--- src/rtl/mem_loader_if.sv ---
// rtl/mem_loader_if.sv - load/dump streams and external memory ports of mem_loader
interface mem_loader_if;
  logic        in_valid;
  logic        in_ready;
  logic [63:0] in_data;
  logic        out_valid;
  logic        out_ready;
  logic [63:0] out_data;
  logic [63:0] addr_ext;
  logic        wen_ext;
  logic        ren_ext;
  logic [31:0] wdata_ext;
  logic [31:0] rdata_ext;
  logic [63:0] addr_ext_2;
  logic        wen_ext_2;
  logic        ren_ext_2;
  logic [63:0] wdata_ext_2;
  logic [63:0] rdata_ext_2;

  // Loader side: accepts the load stream, produces the dump stream, drives memories
  modport master (
    input  in_valid, in_data, out_ready, rdata_ext, rdata_ext_2,
    output in_ready, out_valid, out_data,
    output addr_ext, wen_ext, ren_ext, wdata_ext,
    output addr_ext_2, wen_ext_2, ren_ext_2, wdata_ext_2
  );

  // Host/memory side
  modport slave (
    output in_valid, in_data, out_ready, rdata_ext, rdata_ext_2,
    input  in_ready, out_valid, out_data,
    input  addr_ext, wen_ext, ren_ext, wdata_ext,
    input  addr_ext_2, wen_ext_2, ren_ext_2, wdata_ext_2
  );
endinterface

--- src/rtl/mem_loader.sv ---
// rtl/mem_loader.sv - loads CPU instruction/data memories, runs the CPU, dumps data memory
module mem_loader #(
  parameter int IMEM_DEPTH = 512,
  parameter int DMEM_DEPTH = 1024
) (
  input  logic          clk,
  input  logic          arst,
  input  logic          start,
  input  logic [9:0]    imem_count,
  input  logic [10:0]   dmem_count,
  input  logic [31:0]   run_cycles,
  input  logic [10:0]   dump_count,
  output logic          cpu_rst_n,
  output logic          cpu_enable,
  output logic          busy,
  output logic          done,
  mem_loader_if.master  bus
);

  typedef enum logic [3:0] {
    IDLE, LOAD_I, LOAD_D, RELEASE, RUN, DUMP_REQ, DUMP_CAP, DUMP_OUT, DONE
  } state_t;

  localparam logic [10:0] IMEM_MAX = 11'(IMEM_DEPTH);
  localparam logic [10:0] DMEM_MAX = 11'(DMEM_DEPTH);

  state_t      state_q, state_d;
  logic [10:0] idx_q;
  logic [10:0] imem_n, dmem_n, dump_n;
  logic [31:0] run_n, cyc_q;
  logic [63:0] out_data_q;
  logic        cpu_enable_d, out_valid_d;
  logic [10:0] imem_clamp, dmem_clamp, dump_clamp;

  // Counts beyond the memory depth are clamped as they are latched
  assign imem_clamp = ({1'b0, imem_count} > IMEM_MAX) ? IMEM_MAX : {1'b0, imem_count};
  assign dmem_clamp = (dmem_count > DMEM_MAX) ? DMEM_MAX : dmem_count;
  assign dump_clamp = (dump_count > DMEM_MAX) ? DMEM_MAX : dump_count;

  // Reset must kill the CPU enable and the dump offer in the very cycle it is raised
  assign cpu_enable    = cpu_enable_d & ~arst;
  assign bus.out_valid = out_valid_d & ~arst;
  assign bus.out_data  = out_data_q;
  assign busy          = !(state_q inside {IDLE, DONE});
  assign done          = (state_q == DONE);

  // Next state and per-state outputs; memory ports are zero unless a state drives them
  always_comb begin
    state_d         = state_q;
    bus.in_ready    = 1'b0;
    bus.addr_ext    = '0;
    bus.wen_ext     = 1'b0;
    bus.ren_ext     = 1'b0;
    bus.wdata_ext   = '0;
    bus.addr_ext_2  = '0;
    bus.wen_ext_2   = 1'b0;
    bus.ren_ext_2   = 1'b0;
    bus.wdata_ext_2 = '0;
    cpu_rst_n       = 1'b0;
    cpu_enable_d    = 1'b0;
    out_valid_d     = 1'b0;
    case (state_q)
      IDLE, DONE: begin
        cpu_rst_n = (state_q == DONE);
        if (start) begin
          if (imem_clamp != 11'd0)      state_d = LOAD_I;
          else if (dmem_clamp != 11'd0) state_d = LOAD_D;
          else                          state_d = RELEASE;
        end
      end
      LOAD_I: begin
        bus.in_ready = 1'b1;
        if (bus.in_valid) begin
          bus.wen_ext   = 1'b1;
          bus.addr_ext  = {51'd0, idx_q, 2'b00};
          bus.wdata_ext = bus.in_data[31:0];
          if (idx_q == imem_n - 11'd1) state_d = (dmem_n != 11'd0) ? LOAD_D : RELEASE;
        end
      end
      LOAD_D: begin
        bus.in_ready = 1'b1;
        if (bus.in_valid) begin
          bus.wen_ext_2   = 1'b1;
          bus.addr_ext_2  = {50'd0, idx_q, 3'b000};
          bus.wdata_ext_2 = bus.in_data;
          if (idx_q == dmem_n - 11'd1) state_d = RELEASE;
        end
      end
      RELEASE: begin
        cpu_rst_n = 1'b1;
        if (run_n != 32'd0)       state_d = RUN;
        else if (dump_n != 11'd0) state_d = DUMP_REQ;
        else                      state_d = DONE;
      end
      RUN: begin
        cpu_rst_n    = 1'b1;
        cpu_enable_d = 1'b1;
        if (cyc_q == 32'd1) state_d = (dump_n != 11'd0) ? DUMP_REQ : DONE;
      end
      DUMP_REQ: begin
        cpu_rst_n      = 1'b1;
        bus.ren_ext_2  = 1'b1;
        bus.addr_ext_2 = {50'd0, idx_q, 3'b000};
        state_d        = DUMP_CAP;
      end
      DUMP_CAP: begin
        cpu_rst_n = 1'b1;
        state_d   = DUMP_OUT;
      end
      DUMP_OUT: begin
        cpu_rst_n   = 1'b1;
        out_valid_d = 1'b1;
        if (bus.out_ready) state_d = (idx_q == dump_n - 11'd1) ? DONE : DUMP_REQ;
      end
      default: state_d = IDLE;
    endcase
  end

  // State register, latched job parameters, word index, run counter and dump buffer
  always_ff @(posedge clk) begin
    if (arst) begin
      state_q    <= IDLE;
      idx_q      <= '0;
      imem_n     <= '0;
      dmem_n     <= '0;
      dump_n     <= '0;
      run_n      <= '0;
      cyc_q      <= '0;
      out_data_q <= '0;
    end else begin
      state_q <= state_d;
      case (state_q)
        IDLE, DONE: begin
          if (start) begin
            imem_n <= imem_clamp;
            dmem_n <= dmem_clamp;
            dump_n <= dump_clamp;
            run_n  <= run_cycles;
            idx_q  <= '0;
          end
        end
        LOAD_I:   if (bus.in_valid) idx_q <= (idx_q == imem_n - 11'd1) ? 11'd0 : idx_q + 11'd1;
        LOAD_D:   if (bus.in_valid) idx_q <= (idx_q == dmem_n - 11'd1) ? 11'd0 : idx_q + 11'd1;
        RELEASE:  cyc_q <= run_n;
        RUN:      cyc_q <= cyc_q - 32'd1;
        DUMP_CAP: out_data_q <= bus.rdata_ext_2;
        DUMP_OUT: if (bus.out_ready) idx_q <= (idx_q == dump_n - 11'd1) ? 11'd0 : idx_q + 11'd1;
        default: ;
      endcase
    end
  end

endmodule

--- src/flat_wrapper.sv ---
// flat-port wrapper written by rule: the top's interface ports become plain ports
module mem_loader_flat 
#(
  parameter int IMEM_DEPTH = 512,
  parameter int DMEM_DEPTH = 1024
)
  (clk, arst, start, imem_count, dmem_count, run_cycles, dump_count, cpu_rst_n, cpu_enable, busy, done, bus_in_valid, bus_in_data, bus_out_ready, bus_rdata_ext, bus_rdata_ext_2, bus_in_ready, bus_out_valid, bus_out_data, bus_addr_ext, bus_wen_ext, bus_ren_ext, bus_wdata_ext, bus_addr_ext_2, bus_wen_ext_2, bus_ren_ext_2, bus_wdata_ext_2);
  mem_loader_if bus_i ();
  input  logic clk;
  input  logic arst;
  input  logic start;
  input  logic [9:0] imem_count;
  input  logic [10:0] dmem_count;
  input  logic [31:0] run_cycles;
  input  logic [10:0] dump_count;
  output logic cpu_rst_n;
  output logic cpu_enable;
  output logic busy;
  output logic done;
  input wire logic [$bits(bus_i.in_valid)-1:0] bus_in_valid;
  input wire logic [$bits(bus_i.in_data)-1:0] bus_in_data;
  input wire logic [$bits(bus_i.out_ready)-1:0] bus_out_ready;
  input wire logic [$bits(bus_i.rdata_ext)-1:0] bus_rdata_ext;
  input wire logic [$bits(bus_i.rdata_ext_2)-1:0] bus_rdata_ext_2;
  output wire logic [$bits(bus_i.in_ready)-1:0] bus_in_ready;
  output wire logic [$bits(bus_i.out_valid)-1:0] bus_out_valid;
  output wire logic [$bits(bus_i.out_data)-1:0] bus_out_data;
  output wire logic [$bits(bus_i.addr_ext)-1:0] bus_addr_ext;
  output wire logic [$bits(bus_i.wen_ext)-1:0] bus_wen_ext;
  output wire logic [$bits(bus_i.ren_ext)-1:0] bus_ren_ext;
  output wire logic [$bits(bus_i.wdata_ext)-1:0] bus_wdata_ext;
  output wire logic [$bits(bus_i.addr_ext_2)-1:0] bus_addr_ext_2;
  output wire logic [$bits(bus_i.wen_ext_2)-1:0] bus_wen_ext_2;
  output wire logic [$bits(bus_i.ren_ext_2)-1:0] bus_ren_ext_2;
  output wire logic [$bits(bus_i.wdata_ext_2)-1:0] bus_wdata_ext_2;
  assign bus_i.in_valid = bus_in_valid;
  assign bus_i.in_data = bus_in_data;
  assign bus_i.out_ready = bus_out_ready;
  assign bus_i.rdata_ext = bus_rdata_ext;
  assign bus_i.rdata_ext_2 = bus_rdata_ext_2;
  assign bus_in_ready = bus_i.in_ready;
  assign bus_out_valid = bus_i.out_valid;
  assign bus_out_data = bus_i.out_data;
  assign bus_addr_ext = bus_i.addr_ext;
  assign bus_wen_ext = bus_i.wen_ext;
  assign bus_ren_ext = bus_i.ren_ext;
  assign bus_wdata_ext = bus_i.wdata_ext;
  assign bus_addr_ext_2 = bus_i.addr_ext_2;
  assign bus_wen_ext_2 = bus_i.wen_ext_2;
  assign bus_ren_ext_2 = bus_i.ren_ext_2;
  assign bus_wdata_ext_2 = bus_i.wdata_ext_2;
  mem_loader #(.IMEM_DEPTH(IMEM_DEPTH), .DMEM_DEPTH(DMEM_DEPTH)) u_core (.clk(clk), .arst(arst), .start(start), .imem_count(imem_count), .dmem_count(dmem_count), .run_cycles(run_cycles), .dump_count(dump_count), .cpu_rst_n(cpu_rst_n), .cpu_enable(cpu_enable), .busy(busy), .done(done), .bus(bus_i));
endmodule
--- config.mk ---
export PLATFORM = sky130hd
export DESIGN_NAME = mem_loader_flat
export DESIGN_NICKNAME = d
export VERILOG_FILES = /design/src/rtl/mem_loader_if.sv /design/src/rtl/mem_loader.sv /design/src/flat_wrapper.sv
export SDC_FILE = /design/constraint.sdc
export NUM_CORES = 1
export LEC_CHECK = 0
export ABC_AREA = 1
export BUFFER_PORTS_ARGS = -buffer_cell sky130_fd_sc_hd__buf_4
export CORE_AREA = 4 4 202 204
export CTS_CLUSTER_DIAMETER = 150
export DETAILED_ROUTE_END_ITERATION = 12
export DIE_AREA = 0 0 206 208
export GPL_TIMING_DRIVEN = 0
export PLACE_DENSITY_LB_ADDON = 0.3
export SETUP_SLACK_MARGIN = 0.02
export SLEW_MARGIN = 40
export SYNTH_ARGS = -nofsm -noshare
export SYNTH_HDL_FRONTEND = slang
export SYNTH_SLANG_ARGS = --single-unit
export TNS_END_PERCENT = 10
--- constraint.sdc ---
create_clock -name clk -period 2.6 [get_ports clk]
set_input_delay 0.52 -clock clk [delete_from_list [all_inputs] [get_ports clk]]
set_output_delay 0.52 -clock clk [all_outputs]
set_load 0.02 [all_outputs]
; Word level (Yosys, flattened, before mapping)
; Index checks and enable logic that the tools add are counted.
[totals]
ff_bits = 176
out_inout_bits = 298
word_cells = 96
[classes]
addsub = 5
magnitude_cmp = 3
n_eq_ne = 19
mux = 42
n_bitwise = 3
reduce_logical = 16
[ops]
columns = cell, count
row1 = 2-to-1 mux 64 bit, 3
row2 = case mux 64 bit (2 select lines), 1
row3 = 2-to-1 mux 11 bit, 9
row4 = 2-to-1 mux 32 bit, 2
row5 = case mux 32 bit (2 select lines), 1
row6 = 2-to-1 mux 4 bit, 11
row7 = case mux 11 bit (4 select lines), 1
row8 = nonzero test 11 bit, 4
row9 = equality test 11 bit, 3
row10 = subtractor 11 x 1 -> 11 bit (second input constant), 3
row11 = equality test 32 x 1 -> 1 bit (second input constant), 1
row12 = case mux 4 bit (8 select lines), 1
row13 = nonzero test 32 bit, 1
row14 = subtractor 32 x 1 -> 32 bit (second input constant), 1
row15 = > comparator 11 bit (second input constant), 2
row16 = equality test 4 x 3 -> 1 bit (second input constant), 4
row17 = 2-to-1 mux 14 bit, 1
row18 = 2-to-1 mux 13 bit, 1
row19 = adder 11 x 1 -> 11 bit (second input constant), 1
row20 = > comparator 10 bit (second input constant), 1
row21 = 2-to-1 mux 10 bit, 1
row22 = 2-to-1 mux 1 bit, 9
row23 = equality test 4 x 2 -> 1 bit (second input constant), 2
row24 = != test 2 bit (second input constant), 4
row25 = 15 further kinds, 20

; Logic depth before layout (Yosys ltp)
[depth]
ltp_word = 7
mapped_depth = 18

; Least setup slack after synthesis
; No wires, ideal clock.
[synth_path]
path_type = in2out
from = input port bus_in_valid
to = output port bus_addr_ext[10]
t_arrival_ns = 1.899
setup_slack_ns = 0.181
path_stages = 6
path_buffers = 2
cell_sequence = clkbuf_1 > inv_1 > nor2_1 > clkinv_1 > clkbuf_1 > nor2_1
[synth_via]
elab_chain_cells = 2
[synth_rtl]
columns = element, line_no
row1 = "start, declared", flat_wrapper.sv:20  ; input wire logic [$bits(bus_i.in_valid)-1:0] bus_in_valid;
row2 = 2-to-1 mux 13 bit, mem_loader.sv:73  ; if (bus.in_valid) begin
row3 = 2-to-1 mux 64 bit, mem_loader.sv:62  ; case (state_q)
row4 = "end, declared", flat_wrapper.sv:28  ; output wire logic [$bits(bus_i.addr_ext)-1:0] bus_addr_ext;
; Every way passes these cells.

; Final worst setup path
[layout_path]
from = register u_core.state_q[1]
to = output port bus_addr_ext_2[10]
[layout_via]
elab_chain_cells = 2
[layout_rtl]
columns = element, line_no
row1 = "start, declared", mem_loader.sv:27  ; state_t state_q, state_d;
row2 = "start signal, assigned", mem_loader.sv:131  ; state_q <= state_d;
row3 = equality test 4 x 3 -> 1 bit or equality test 4 x 2 -> 1 bit (tied branches), mem_loader.sv:62
row4 = case mux 64 bit (2 select lines) *, mem_loader.sv:62
row5 = "end, declared", flat_wrapper.sv:32  ; output wire logic [$bits(bus_i.addr_ext_2)-1:0] bus_addr_ext_2;
; Mark *: on every way between the ends. The rest lies on a longest branch, timed or not.

==> impl_metrics.yaml <==
run_status:
  outcome: "completed"
logic_synthesis:
  ys_top_cells_by_area: "dfxtp_1 (33%), nor2_1 (13%), nand2_1 (9.0%)"
  yosys.area.top_type: "dfxtp_1"
  ys_warn_count: 0
  synth_edf_count: 0
  synthesis.area_um2: 10700
  synth_cell_types: 49
  seq_area_frac_synth: 0.328
  synth_cells: 1643
  synth_top_area_frac: 0.328
  syn_area_per_cell_um2: 6.49
  async_flop_share: 0
  ys_seq_elements: 175
  ys.flop_type: "dfxtp_1"
clock_tree:
  cts_tree: "done"
  cts.clk_slew.worst_paths_ns: 0.08
  clk-insertion-delay-late_ns: 0.46
  htreeDepth: 4
  cts_root_buffer: "clkbuf_16"
  clockBufferDepth: 2
  cts_hold_buffers: 0
  cts_buffers: 17
  clock_sinks: 175
worst_setup_path:
  critPathArrivalTime_ns: 1.99
  critPathKind: "flop to output port"
  critPathLaunchType: "flop"
  required_ns: 2.08
  path_max_fanout: 6
  cp-end-kind: "output port"
place:
  pre_cts_ws_ns: -0.226
  io_buffers: 385
  dp_cells: 2659
  gp_congestion: 0.905
  hpwlAfterDp_mm: 33.6
floorplanning:
  dieArea_um2: 42800
  die_height_um: 208
  core_area_um2: 39300
  ios: 527
  rows: 73
  start_util: 0.272
  die_w_um: 206
pwr:
  p_comb_frac: 0.539
  p_int_mw: 7.24
  power.share.switching: 0.466
  p_seq_frac: 0.266
  peakVddDrop_mv: 0.523
  power_switching_mw: 6.31
  clock_power_share: 0.195
  p_leak_nw: 7.65
  p_per_area_nw_per_um2: 874
timing:
  max_freq_ghz: 0.399
  rsz0062_at_grt: "true"
  tightest_slew_ns: 0.867
  setup_slack_ns: 0.0912
  setup_viol: 0
  slew_headroom: 0.422
  fin_crit_sh: 0.965
  fin_worst_skew_ns: 0.0143
  finalMaxSlewViolations: 0
  hold_slack_ns: 0.310
  hold_viol_final: 0
  fin_crit_ns: 2.51
finish:
  fin_cells: 2700
  syn2layout_area_growth_pct: 45.5
  nNetsFinal: 2397
  antenna_cells: 0
  drive_gt1_frac: 0.302
global_routing:
  grt_pass1_wl_mm: 63.3
  antenna_found_initial: 0
  grt_pass1_vias: 11300
  grt_util_all_layers: 0.185
  grt_overflow: 0
  grt_max_degree: 20
flow_run:
  cap_violations: 0
route:
  drt_pre_antenna_iters: 6
  drc: 0
  routed_wl_mm: 41.7
  wire_per_inst_um: 15.5
  ant_nets: 0
  vias_per_cell: 4.42
  route.vias.total: 11900
  drtIter0Drc: 679
hold_path:
  hp-class: "primary input to flop"
logic make-up (layout without fill, tap and decap cells):
kind of cell | Yosys count | in the layout | synth area share
AO/OA/AOI/OAI | 315 | 315 | 0.172
XOR/XNOR | 39 | 39 | 0.0320
AND/OR/NAND/NOR | 746 | 746 | 0.289
adder cells (fa/ha/maj) | 6 | 6 | 0.00704
other | 1 | 107 | 0.000351
buffers and inverters | 361 | 787 | 0.172
flip-flops | 175 | 175 | 0.328
routing by layer:
| metal | vias to the layer above | part of all wire | global-route usage |
|---|---|---|---|
| met3 | 38 | 0.085 | 0.0511 |
| met2 | 401 | 0.47 | 0.306 |
| met1 | 5432 | 0.44 | 0.245 |
| met5 | - | 0 | 0 |
| met4 | 0 | 0.011 | 0.0342 |
| li1 | 6066 | - | - |
power groups by stage:
| stage | logic (mW) | clock network [mW] | registers [mW] |
|---|---|---|---|
| floorplan | 5.30 | 0 | 3.55 |
| global placement | 7.05 | 0 | 3.63 |
| detailed placement | 7.12 | 0 | 3.65 |
| CTS | 7.26 | 2.72 | 3.60 |
| global route | 8.21 | 2.83 | 3.68 |
| finish | 7.30 | 2.65 | 3.61 |
synth_stat cells (4+ instances only):
master      n
buf_4     111
nor2_4      5
buf_2      12
o22ai_1     5
xnor2_1    17
nor2_1    368
o21ai_0   150
nand4_1    12
a21oi_1   109
nand3_1    58
xor2_1     22
nor2_2     10
buf_1      12
dfxtp_1   175
nand2_2     4
inv_2      10
nand2_1   256
inv_1     159
nor4_1     10
a211oi_2   21
nor3_1     12
buf_6       6
a22oi_1     4
clkbuf_1   48
o21ai_1     5
ha_1        6
cells in the final DEF, fill, tap and decap left out, types with 11 or more instances in the layout:
cell type | netlist | final
buf_6 | 6 | 17
a21oi_1 | 109 | 109
nor2_4 | 5 | 19
nand2_1 | 256 | 254
dfxtp_1 | 175 | 171
xor2_1 | 22 | 22
a211oi_2 | 21 | 21
buf_2 | 12 | 11
buf_4 | 111 | 499
conb_1 | 1 | 107
clkbuf_1 | 48 | 41
nor3_1 | 12 | 12
clkbuf_16 | 0 | 18
nor2_1 | 368 | 349
nand4_1 | 12 | 12
o21ai_0 | 150 | 150
nand3_1 | 58 | 58
inv_1 | 159 | 156
xnor2_1 | 17 | 17
inv_2 | 10 | 12
nor2_2 | 10 | 15
flip-flops by register name, summed over array words and instances, names as in the netlist:
register             flops
u_core.imem_n           10
u_core.run_n            32
u_core.state_q           4
u_core.bus.out_data     64
u_core.dmem_n           11
u_core.dump_n           11
u_core.idx_q            11
u_core.cyc_q            32
worst paths after layout:
check	startpoint	endpoint	slack [ns]	cells after the start
worst max-delay path	u_core.state_q[1]	bus_addr_ext_2[10]	0.09	10
worst min-delay path	bus_rdata_ext_2[1]	u_core.bus.out_data[1]	0.31	3
worst min register to register	u_core.run_n[17]	u_core.run_n[17]	0.47	2
worst max register to register	u_core.dump_n[0]	u_core.idx_q[7]	0.30	14
critical path: stages, from the launching register on:
cell and delay, ns:
dfxtp_4 0.37, inv_2 0.04, nor2_4 0.13, nand2_4 0.08, nor2_4 0.11, clkinvlp_4 0.23
nand2_2 0.12, inv_2 0.06, clkbuf_16 0.16, nor2_4 0.09, buf_6 0.12
repair_timing:
item,CTS,global route
pin swaps,7,6
setup endpoints to repair,88,84
gates cloned,0,1
buffers inserted,6,3
resized for setup,56,27
cell type report:
cell class | count | area (um2)
buffer | 190 | 1250
clock buffer | 17 | 425
clock inverter | 15 | 163
fill | 4149 | 23800
inverter | 170 | 647
multi-input combinational | 1213 | 5860
sequential | 175 | 3510
tap | 525 | 657
timing repair buffer | 395 | 3000
metrics by stage:
| stage | util | power [mW] | instance area (um2) | setup TNS, ns |
|---|---|---|---|---|
| 2_1_floorplan | - | 8.85 | 11100 | 0 |
| 3_3_place_gp | 0.372 | 10.7 | 14600 | -5.84 |
| 3_5_place_dp | 0.372 | 10.8 | 14600 | -6.40 |
| 4_1_cts | 0.392 | 13.6 | 15400 | 0 |
| 5_1_grt | 0.395 | 14.7 | 15500 | -0.648 |
| 6_report | 0.395 | 13.6 | 15500 | 0 |
Note: power is estimated with default switching activity, not from simulation.
